`src/rtl/store_port_pkg.sv`:
```
// -----------------------------------------------------------------------------
// store_port_pkg
// Shared types and helpers for the store-side dcache write-port arbiter.
//   arb_state_e    : arbiter FSM states (IDLE / LOCKED)
//   store_req_t    : one requester's write payload, so the flat per-port
//                    buses can later collapse into an array of structs
//   port_id_width  : width of a port ID for a given number of requesters
//   wrap_inc       : circular increment of a port ID
// -----------------------------------------------------------------------------
package store_port_pkg;

  localparam int unsigned STORE_NR_PORTS        = 3;
  localparam int unsigned STORE_PLEN            = 56;
  localparam int unsigned STORE_DATA_WIDTH      = 64;
  localparam int unsigned STORE_MAX_OUTSTANDING = 4;
  localparam int unsigned STORE_PORT_ID_W       = $clog2(STORE_NR_PORTS);

  typedef enum logic {
    IDLE   = 1'b0,
    LOCKED = 1'b1
  } arb_state_e;

  typedef struct packed {
    logic [STORE_PLEN-1:0]         addr;
    logic [STORE_DATA_WIDTH-1:0]   wdata;
    logic [STORE_DATA_WIDTH/8-1:0] be;
    logic [1:0]                    size;
  } store_req_t;

  // A single-port configuration still needs a 1-bit ID.
  function automatic int unsigned port_id_width(input int unsigned n);
    return (n > 1) ? $clog2(n) : 1;
  endfunction

  function automatic int unsigned wrap_inc(input int unsigned id, input int unsigned n);
    return (id + 1 >= n) ? 0 : id + 1;
  endfunction

endpackage

```
`src/rtl/store_port_arbiter_fifo.sv`:
```
// -----------------------------------------------------------------------------
// rr_port_fifo
// In-order ID FIFO. Records the requester ID of every accepted request so
// completions can be routed back in order. Reusable for load-side tracking.
//   clk_i, rst_i : clock, asynchronous active-high reset (empties the FIFO)
//   push_i       : write data_i (ignored when full)
//   pop_i        : drop the head entry (ignored when empty)
//   data_i       : ID to record
//   head_o       : oldest entry
//   full_o       : DEPTH entries stored
//   empty_o      : no entries stored
// -----------------------------------------------------------------------------
module rr_port_fifo #(
  parameter int unsigned DEPTH = 4,
  parameter int unsigned WIDTH = 2
) (
  input  logic             clk_i,
  input  logic             rst_i,
  input  logic             push_i,
  input  logic             pop_i,
  input  logic [WIDTH-1:0] data_i,
  output logic [WIDTH-1:0] head_o,
  output logic             full_o,
  output logic             empty_o
);

  localparam int unsigned AW = $clog2(DEPTH);

  // One extra pointer bit distinguishes full from empty when the
  // address bits coincide.
  logic [AW:0]      wptr_q, wptr_d;
  logic [AW:0]      rptr_q, rptr_d;
  logic [WIDTH-1:0] mem_q [DEPTH];
  logic             push_ok, pop_ok;

  assign empty_o = (wptr_q == rptr_q);
  assign full_o  = (wptr_q[AW] != rptr_q[AW]) && (wptr_q[AW-1:0] == rptr_q[AW-1:0]);
  assign head_o  = mem_q[rptr_q[AW-1:0]];

  assign push_ok = push_i & ~full_o;
  assign pop_ok  = pop_i & ~empty_o;

  always_comb begin
    wptr_d = wptr_q;
    rptr_d = rptr_q;
    if (push_ok) wptr_d = wptr_q + 1'b1;
    if (pop_ok)  rptr_d = rptr_q + 1'b1;
  end

  always_ff @(posedge clk_i or posedge rst_i) begin
    if (rst_i) begin
      wptr_q <= '0;
      rptr_q <= '0;
    end else begin
      wptr_q <= wptr_d;
      rptr_q <= rptr_d;
    end
  end

  // Storage needs no reset: entries are only read once the pointers say valid.
  always_ff @(posedge clk_i) begin
    if (push_ok) mem_q[wptr_q[AW-1:0]] <= data_i;
  end

endmodule

```
`src/rtl/store_port_arbiter.sv`:
```
// -----------------------------------------------------------------------------
// store_port_arbiter
// Shares one dcache write-request port between NR_PORTS store-side
// requesters. Round-robin selection, grant held stable (LOCKED) until the
// cache accepts, and in-order ack routing through an ID tracking FIFO.
//   clk_i, rst_i         : clock, asynchronous active-high reset
//   req_i/addr_i/wdata_i/be_i/size_i : per-port request and flat payload
//   gnt_o                : per-port grant (one-hot or zero)
//   ack_o                : per-port write acknowledge (one-hot or zero)
//   cache_req_o ... cache_size_o : muxed request towards the dcache
//   cache_gnt_i          : dcache accepts the current request
//   cache_ack_i          : dcache write completion, in request order
//   idle_o               : nothing requesting, locked or outstanding
//   err_o                : sticky protocol error (cleared only by reset)
// -----------------------------------------------------------------------------
module store_port_arbiter
  import store_port_pkg::*;
#(
  parameter int unsigned NR_PORTS        = STORE_NR_PORTS,
  parameter int unsigned PLEN            = STORE_PLEN,
  parameter int unsigned DATA_WIDTH      = STORE_DATA_WIDTH,
  parameter int unsigned MAX_OUTSTANDING = STORE_MAX_OUTSTANDING
) (
  input  logic                             clk_i,
  input  logic                             rst_i,
  input  logic [NR_PORTS-1:0]              req_i,
  input  logic [NR_PORTS*PLEN-1:0]         addr_i,
  input  logic [NR_PORTS*DATA_WIDTH-1:0]   wdata_i,
  input  logic [NR_PORTS*DATA_WIDTH/8-1:0] be_i,
  input  logic [NR_PORTS*2-1:0]            size_i,
  output logic [NR_PORTS-1:0]              gnt_o,
  output logic [NR_PORTS-1:0]              ack_o,
  output logic                             cache_req_o,
  output logic [PLEN-1:0]                  cache_addr_o,
  output logic [DATA_WIDTH-1:0]            cache_wdata_o,
  output logic [DATA_WIDTH/8-1:0]          cache_be_o,
  output logic [1:0]                       cache_size_o,
  input  logic                             cache_gnt_i,
  input  logic                             cache_ack_i,
  output logic                             idle_o,
  output logic                             err_o
);

  localparam int unsigned IdW = port_id_width(NR_PORTS);
  localparam int unsigned BeW = DATA_WIDTH / 8;

  arb_state_e     state_q, state_d;
  logic [IdW-1:0] rr_ptr_q, rr_ptr_d;
  logic [IdW-1:0] lock_q, lock_d;
  logic           err_q, err_d;

  logic [IdW-1:0] sel;        // round-robin winner this cycle
  logic           found;      // at least one requester
  logic [IdW-1:0] cur;        // port currently driving the cache mux
  logic           cache_req;
  logic           gnt_fire;
  logic           lock_drop;
  logic           push, pop;
  logic           full, empty;
  logic [IdW-1:0] head;

  // First requesting port at or after rr_ptr_q, circularly.
  always_comb begin
    int unsigned idx;
    sel   = '0;
    found = 1'b0;
    idx   = 0;
    for (int unsigned i = 0; i < NR_PORTS; i++) begin
      idx = 32'(rr_ptr_q) + i;
      if (idx >= NR_PORTS) idx = idx - NR_PORTS;
      if (!found && req_i[idx[IdW-1:0]]) begin
        found = 1'b1;
        sel   = idx[IdW-1:0];
      end
    end
  end

  always_comb begin
    state_d   = state_q;
    rr_ptr_d  = rr_ptr_q;
    lock_d    = lock_q;
    cur       = sel;
    cache_req = 1'b0;
    lock_drop = 1'b0;
    gnt_fire  = 1'b0;
    case (state_q)
      IDLE: begin
        cur = sel;
        // Admission looks only at the registered fill level, so a pop in
        // the same cycle does not open a slot until the next cycle.
        if (found && !full) begin
          cache_req = 1'b1;
          if (!cache_gnt_i) begin
            lock_d  = sel;
            state_d = LOCKED;
          end
        end
      end
      LOCKED: begin
        cur = lock_q;
        if (req_i[lock_q]) begin
          cache_req = 1'b1;
          if (cache_gnt_i) state_d = IDLE;
        end else begin
          // Requester withdrew before being granted: protocol violation.
          lock_drop = 1'b1;
          state_d   = IDLE;
        end
      end
      default: state_d = IDLE;
    endcase
    gnt_fire = cache_req & cache_gnt_i;
    if (gnt_fire) rr_ptr_d = IdW'(wrap_inc(32'(cur), NR_PORTS));
  end

  assign push  = gnt_fire;
  assign pop   = cache_ack_i & ~empty;
  assign err_d = err_q | lock_drop | (cache_ack_i & empty);

  rr_port_fifo #(
    .DEPTH (MAX_OUTSTANDING),
    .WIDTH (IdW)
  ) u_id_fifo (
    .clk_i   (clk_i),
    .rst_i   (rst_i),
    .push_i  (push),
    .pop_i   (pop),
    .data_i  (cur),
    .head_o  (head),
    .full_o  (full),
    .empty_o (empty)
  );

  always_ff @(posedge clk_i or posedge rst_i) begin
    if (rst_i) begin
      state_q  <= IDLE;
      rr_ptr_q <= '0;
      lock_q   <= '0;
      err_q    <= 1'b0;
    end else begin
      state_q  <= state_d;
      rr_ptr_q <= rr_ptr_d;
      lock_q   <= lock_d;
      err_q    <= err_d;
    end
  end

  // Handshake outputs are combinational, so they are forced low while reset
  // is asserted rather than waiting for the next edge.
  genvar gi;
  generate
    for (gi = 0; gi < NR_PORTS; gi++) begin : g_port
      assign gnt_o[gi] = ~rst_i & gnt_fire & (cur == IdW'(gi));
      assign ack_o[gi] = ~rst_i & pop & (head == IdW'(gi));
    end
  endgenerate

  assign cache_req_o   = ~rst_i & cache_req;
  assign cache_addr_o  = addr_i[32'(cur)*PLEN +: PLEN];
  assign cache_wdata_o = wdata_i[32'(cur)*DATA_WIDTH +: DATA_WIDTH];
  assign cache_be_o    = be_i[32'(cur)*BeW +: BeW];
  assign cache_size_o  = size_i[32'(cur)*2 +: 2];

  assign idle_o = rst_i | ((state_q == IDLE) & ~|req_i & empty);
  assign err_o  = err_q;

endmodule

```
`config.mk`:
```
export PLATFORM = sky130hd
export DESIGN_NAME = store_port_arbiter
export DESIGN_NICKNAME = d
export VERILOG_FILES = /design/src/rtl/store_port_pkg.sv /design/src/rtl/store_port_arbiter_fifo.sv /design/src/rtl/store_port_arbiter.sv
export SDC_FILE = /design/constraint.sdc
export NUM_CORES = 1
export LEC_CHECK = 0
export BUFFER_PORTS_ARGS = -buffer_cell sky130_fd_sc_hd__buf_2
export CAP_MARGIN = 25
export CORE_AREA = 2 2 211 213
export DETAILED_ROUTE_END_ITERATION = 10
export DIE_AREA = 0 0 213 215
export PLACE_DENSITY_LB_ADDON = 0.3
export SETUP_SLACK_MARGIN = 0.5
export SYNTH_ARGS = -nofsm -noshare
export SYNTH_HDL_FRONTEND = slang
export SYNTH_SLANG_ARGS = --single-unit
```
`constraint.sdc`:
```
create_clock -name clk_i -period 5.7 [get_ports clk_i]
set_input_delay 0.285 -clock clk_i [delete_from_list [all_inputs] [get_ports clk_i]]
set_output_delay 0.285 -clock clk_i [all_outputs]
set_load 0.05 [all_outputs]
```
**Yosys cells after proc, flatten, opt, wreduce, memory -nomap -nowiden**

Memory sizes are Yosys's and may differ from the RTL's.
Cells that the tools add are included.

- Mux-type cells: 30
- Equality and inequality tests: 7
- Reduce and logical (&&, ||, !) cells: 12
- $lt $le $gt $ge: 8
- Bitwise operators: 24
- Divide/modulo/power cells: 0
- Shift operators: 4
- Add/sub/neg operators: 8
- Multipliers: 1

Operator list:

| cell | count |
|---|---|
| indexed part select 192 x 9 -> 64 bit | 1 |
| indexed part select 168 x 9 -> 56 bit | 1 |
| indexed part select 24 x 6 -> 8 bit | 1 |
| AND 1 bit | 16 |
| 2-to-1 mux 1 bit | 16 |
| 2-to-1 mux 2 bit | 7 |
| less-than comparator 2 x 3 -> 1 bit (second input constant) | 4 |
| greater-or-equal comparator 3 x 2 -> 1 bit (second input constant) | 3 |
| binary-select mux 1 bit (select 2 bit) | 4 |
| adder 2 x 1 -> 3 bit (second input constant) | 2 |
| adder 3 x 1 -> 3 bit (second input constant) | 2 |
| indexed part select 6 x 4 -> 2 bit | 1 |
| subtractor 2 bit (second input constant) | 3 |
| multiplier 2 x 3 -> 5 bit (second input constant) | 1 |
| NOT 1 bit | 5 |
| == test 2 x 1 -> 1 bit (second input constant) | 2 |
| == test 2 bit (second input constant) | 2 |
| logical AND 1 bit | 4 |
| zero test 1 bit | 4 |
| zero test 2 bit | 2 |
| one-hot mux 1 bit (2 select lines) | 2 |
| one-hot mux 2 bit (2 select lines) | 1 |
| adder 2 x 2 -> 3 bit (second input constant) | 1 |
| == test 3 bit | 1 |
| other kinds (6) | 8 |

- Latch bits: 0
- ROM bits: 0
- Memories: 1
- Output and inout bits: 139
- Input bits: 397
- RAM bits: 8
- Flip-flop bits (word level): 12
- Logic and storage cells: 101

Memory list:

| name | depth | width | read ports | clocked after Yosys merged registers in | wr ports | RTL line | source |
|---|---|---|---|---|---|---|---|
| u_id_fifo.mem_q | 4 | 2 | 1 | 0 | 1 | store_port_arbiter_fifo.sv:33 | `logic [WIDTH-1:0] mem_q [DEPTH];` |

**Depth between registers and ports, before layout**

- Depth after elaboration: 18
- Gate-level depth with buffers: 11
- Depth with buffers taken out: 8

**Modules after synthesis**

A second synthesis with hierarchy kept.

- Cell total of the unflattened synthesis: 575
- Area total of the unflattened synthesis: 4156.5 um^2

Modules (own cells, without submodules):

| module | cells an instance | times used | area an instance (um^2) | sequential area each (um^2) |
|---|---|---|---|---|
| store_port_arbiter | 514 | 1 | 3360.7 | 150.1 |
| rr_port_fifo | 61 | 1 | 795.8 | 390.4 |

**Worst setup path after synthesis**

No wires, ideal clock.

- Path kind: register -> output
- Start: register rr_ptr_q[0]
- End: output port gnt_o[0]
- Stages on the path, launching flop included: 8
- Data required time: 5.415 ns
- Buffers on the path: 0
- Slack: 2.197 ns
- Arrival: 3.218 ns
- Path through: dfrtp_1 -> inv_1 -> ha_1 -> mux2i_2 -> o21ai_2 -> or4_4 -> o211a_2 -> nor4_1

- Longest elaborated chain between the ends: 17
- Elaborated cells between the ends (all ways): 35
- Classes of those cells: 5 x add/sub; 3 x order compare; 18 x mux; 3 x bitwise; 6 x reduce/logical

Ends and longest elaborated chain:

| item | RTL line | source |
|---|---|---|
| start, declared | store_port_arbiter.sv:48 | `logic [IdW-1:0] rr_ptr_q, rr_ptr_d;` |
| start signal, assigned | store_port_arbiter.sv:142 | `rr_ptr_q <= rr_ptr_d;` |
| branches (longest 16 deep; another with adder 2 x 1 -> 3 bit) | -- |  |
| AND 1 bit (*) | store_port_arbiter.sv:153 | `assign gnt_o[gi] = ~rst_i & gnt_fire & (cur == IdW'(gi));` |
| end, declared | store_port_arbiter.sv:31 | `output logic [NR_PORTS-1:0] gnt_o,` |

Mark *: on every way between the ends. The select of a mux whose other input is x is not followed.

**Worst setup path after layout**

- Start: register rr_ptr_q[0]
- End: output port cache_wdata_o[51]

- Longest elaborated chain between the ends: 13
- Elaborated cells between the ends (all ways): 28
- Classes of those cells: 5 x add/sub; 3 x order compare; 1 x shift; 15 x mux; 4 x reduce/logical

Ends and longest elaborated chain:

| item | RTL line | source |
|---|---|---|
| branches (longest 10 deep; another with adder 2 x 1 -> 3 bit) | -- |  |
| 2-to-1 mux 2 bit (*) | store_port_arbiter.sv:71 | `if (!found && req_i[idx[IdW-1:0]]) begin` |
| one-hot mux 2 bit (2 select lines) (*) | store_port_arbiter.sv:86 | `case (state_q)` |
| indexed part select 192 x 9 -> 64 bit (*) | store_port_arbiter.sv:160 | `assign cache_wdata_o = wdata_i[32'(cur)*DATA_WIDTH +: DATA_WIDTH];` |
| end, declared | store_port_arbiter.sv:35 | `output logic [DATA_WIDTH-1:0] cache_wdata_o,` |

Marked as above.

==> impl_metrics.json <==
{
  "hold_path_class": "input port to async pin",
  "drtIter0Drc": 279,
  "crit_fanout": 55,
  "core_mm2": 0.0436,
  "slowest_stage": "o32ai_4",
  "syn_inst": 435,
  "min_period_over_period_pct": 69.7,
  "ios": 536,
  "die_w_um": 213,
  "synth_area_mm2": 0.00375,
  "place.port_buffers": 535,
  "crit_type": "flip-flop to output port",
  "drive_above_1_share_pct": 60.1,
  "slowest_delay_ps": 660,
  "outcome": "completed",
  "ff2ff_path_depth": 7,
  "grt_max_degree": 132,
  "fp.dieH_um": 215,
  "cp_top_family": "compound AO/OA/AOI/OAI gates",
  "root_buffer": "clkbuf_16",
  "seq_area_frac_synth_pct": 14.4,
  "cts_setup_buffers": 0,
  "critPathBufInv": 3,
  "dr.pass1.iters": 5,
  "final_nets": 1341,
  "cap_violations": 0,
  "critical_path.cell_chain": "inv_1 > ha_1 > nor2b_1 > o21ai_1 > and4_4 > o32ai_4 > buf_4 > and2_0 > a221o_1 > buf_2",
  "cp-start-kind": "flip-flop",
  "fin_skew_ps": 3.95,
  "grt_pass1_wl_mm": 34.5,
  "syn2layout_area_growth_pct": 89.2,
  "synth_top_flop_cell": "dfrtp_1",
  "yosys.area.top_type_share_pct": 34.7,
  "num_rows": 77,
  "slew_headroom_pct": 39.9,
  "syn_area_per_cell_um2": 8.63,
  "detail-route-antenna-nets": 0,
  "worstReg2RegStart": "rr_ptr_q[0]",
  "max_freq_ghz": 0.252,
  "cts.sinks": 20,
  "path_clk_slew_ps": 60,
  "synthArstFlopShare_pct": 60.0,
  "rsz0062_at_grt": "false",
  "htreeDepth": 1,
  "drv_slew": 0,
  "setup_violations": 0,
  "numCtsBuffers": 3,
  "ys_ff_latch": 20,
  "routabilityCongestion": 0.965,
  "cp-endpoint": "cache_wdata_o[51]",
  "cts_tree": "yes",
  "cp.depth": 10,
  "regArea_um2": 541,
  "multi_input_area_mm2": 0.00293,
  "antenna_found_initial": 11,
  "reg2reg_slack_ps": 2930,
  "post-route-min-period_ps": 3970,
  "tightest_slew_ps": 901,
  "drc": 0,
  "gr-total-overflow": 0,
  "cts_buffer_depth": 2,
  "critPathCaptureType": "output port",
  "start_util_pct": 8.60,
  "startpoint": "rr_ptr_q[0]",
  "worstSkewPairLatency_ps": 250,
  "synth.net_count": 841,
  "ys_types": 49,
  "synth_edf_count": 8,
  "hold_viol_final": 0,
  "vias": 5825,
  "hpwl_mm": 21.4,
  "dieArea_mm2": 0.0458,
  "grt_pass1_vias": 5747,
  "yosys-top-cells-area": "a221o_1 (35%), and2_0 (13%), and2_1 (9.2%), dfrtp_1 (8.0%), edfxtp_1 (6.4%)",
  "setup_tns_ps": 0,
  "finalWirelength_mm": 25.3,
  "wire_per_inst_um": 16.5,
  "yosysTopAreaCell": "a221o_1",
  "ctsHoldBuffers": 0,
  "fill_cells": 5015,
  "required_ps": 5410,
  "cts-resized-gates": 0,
  "post_drt_via_cell_ratio": 3.80,
  "grt_usage_pct": 9.98,
  "reg2reg_to": "u_id_fifo.mem_q[3][0]",
  "cp_data_arrival_time_ps": 3690,
  "ys_warn_count": 0
}
==> stage by stage <==
step,instance area [um2],util (%),cells,setup WS (ps),hold WS [ps]
finish,7100,16.3,1533,1730,134
global route,7090,16.3,1531,1450,200
CTS,7080,16.2,1526,1730,156
detailed placement,6980,16.0,1522,2020,435
global placement,6980,16.0,1522,2030,427
floorplan,3750,-,435,2200,166
==> cell usage after synthesis (all sizes together), types with 3 or more instances <==
cell type    n
a221o      130
and2       135
buf         27
clkbuf      18
dfrtp       12
edfxtp       8
ha           9
inv          7
mux2         4
mux2i        4
nand2       21
nor2         4
nor2b        5
nor3         3
nor3b        4
o21ai        9
o31ai        3
xnor2        5
==> routing by layer <==
metal	global-route usage (%)	wire length, um	vias up
met4	2.52	494	6
li1	-	-	2748
met3	2.22	2470	26
met5	0	34	-
met2	18.7	12600	377
met1	11.2	9680	2668
==> placed cells by master, fill, tap and decap left out, types with 4 or more instances in the layout <==
cell      count
and2_1       55
mux2_2        4
a221o_1     130
edfxtp_1      8
xnor2_1       5
nand2_1      21
nor2b_1       5
dfrtp_1      12
and2_0       80
ha_1          9
nor3b_1       4
diode_2       7
inv_1         7
o21ai_0       6
buf_2       535
==> worst min path at each step <==
stage,end,slack [ps]
after detailed placement,lock_q[0],430
final,state_q,130
after global routing,rr_ptr_q[1],200
after floorplan,err_o,170
after CTS,rr_ptr_q[0],160
after global placement,lock_q[0],430
==> cell type report <==
class | instances | share of cell area (%)
inverters | 7 | 0.370
clock inverters | 1 | 0.423
flip-flops and latches | 20 | 7.62
clock buffers | 3 | 1.06
repair buffers | 540 | 38.6
well taps | 592 | 10.4
multi-input cells | 363 | 41.2
diodes | 7 | 0.247
==> sequential cells by signal, summed over array words and instances, names as in the netlist <==
register          flops
err_o                 1
rr_ptr_q              2
u_id_fifo.wptr_q      3
state_q               1
u_id_fifo.mem_q       8
lock_q                2
u_id_fifo.rptr_q      3
==> logic make-up (layout without fill, tap and decap cells) <==
family          count (synthesis)  count (layout)  share of synthesized area [%]
compound gates                157             157                           40.5
mux                            10              10                           3.57
other cells                     0               7                              0
xor+xnor                        7               7                           1.63
buf+inv                        52             551                           8.07
flops                          20              20                           14.4
fa+ha+maj                       9               9                           3.00
simple gates                  180             180                           28.8
Power is left out: the tool's default activity adds up to more than one toggle a clock period on the data nets, which glitch-free logic cannot reach.
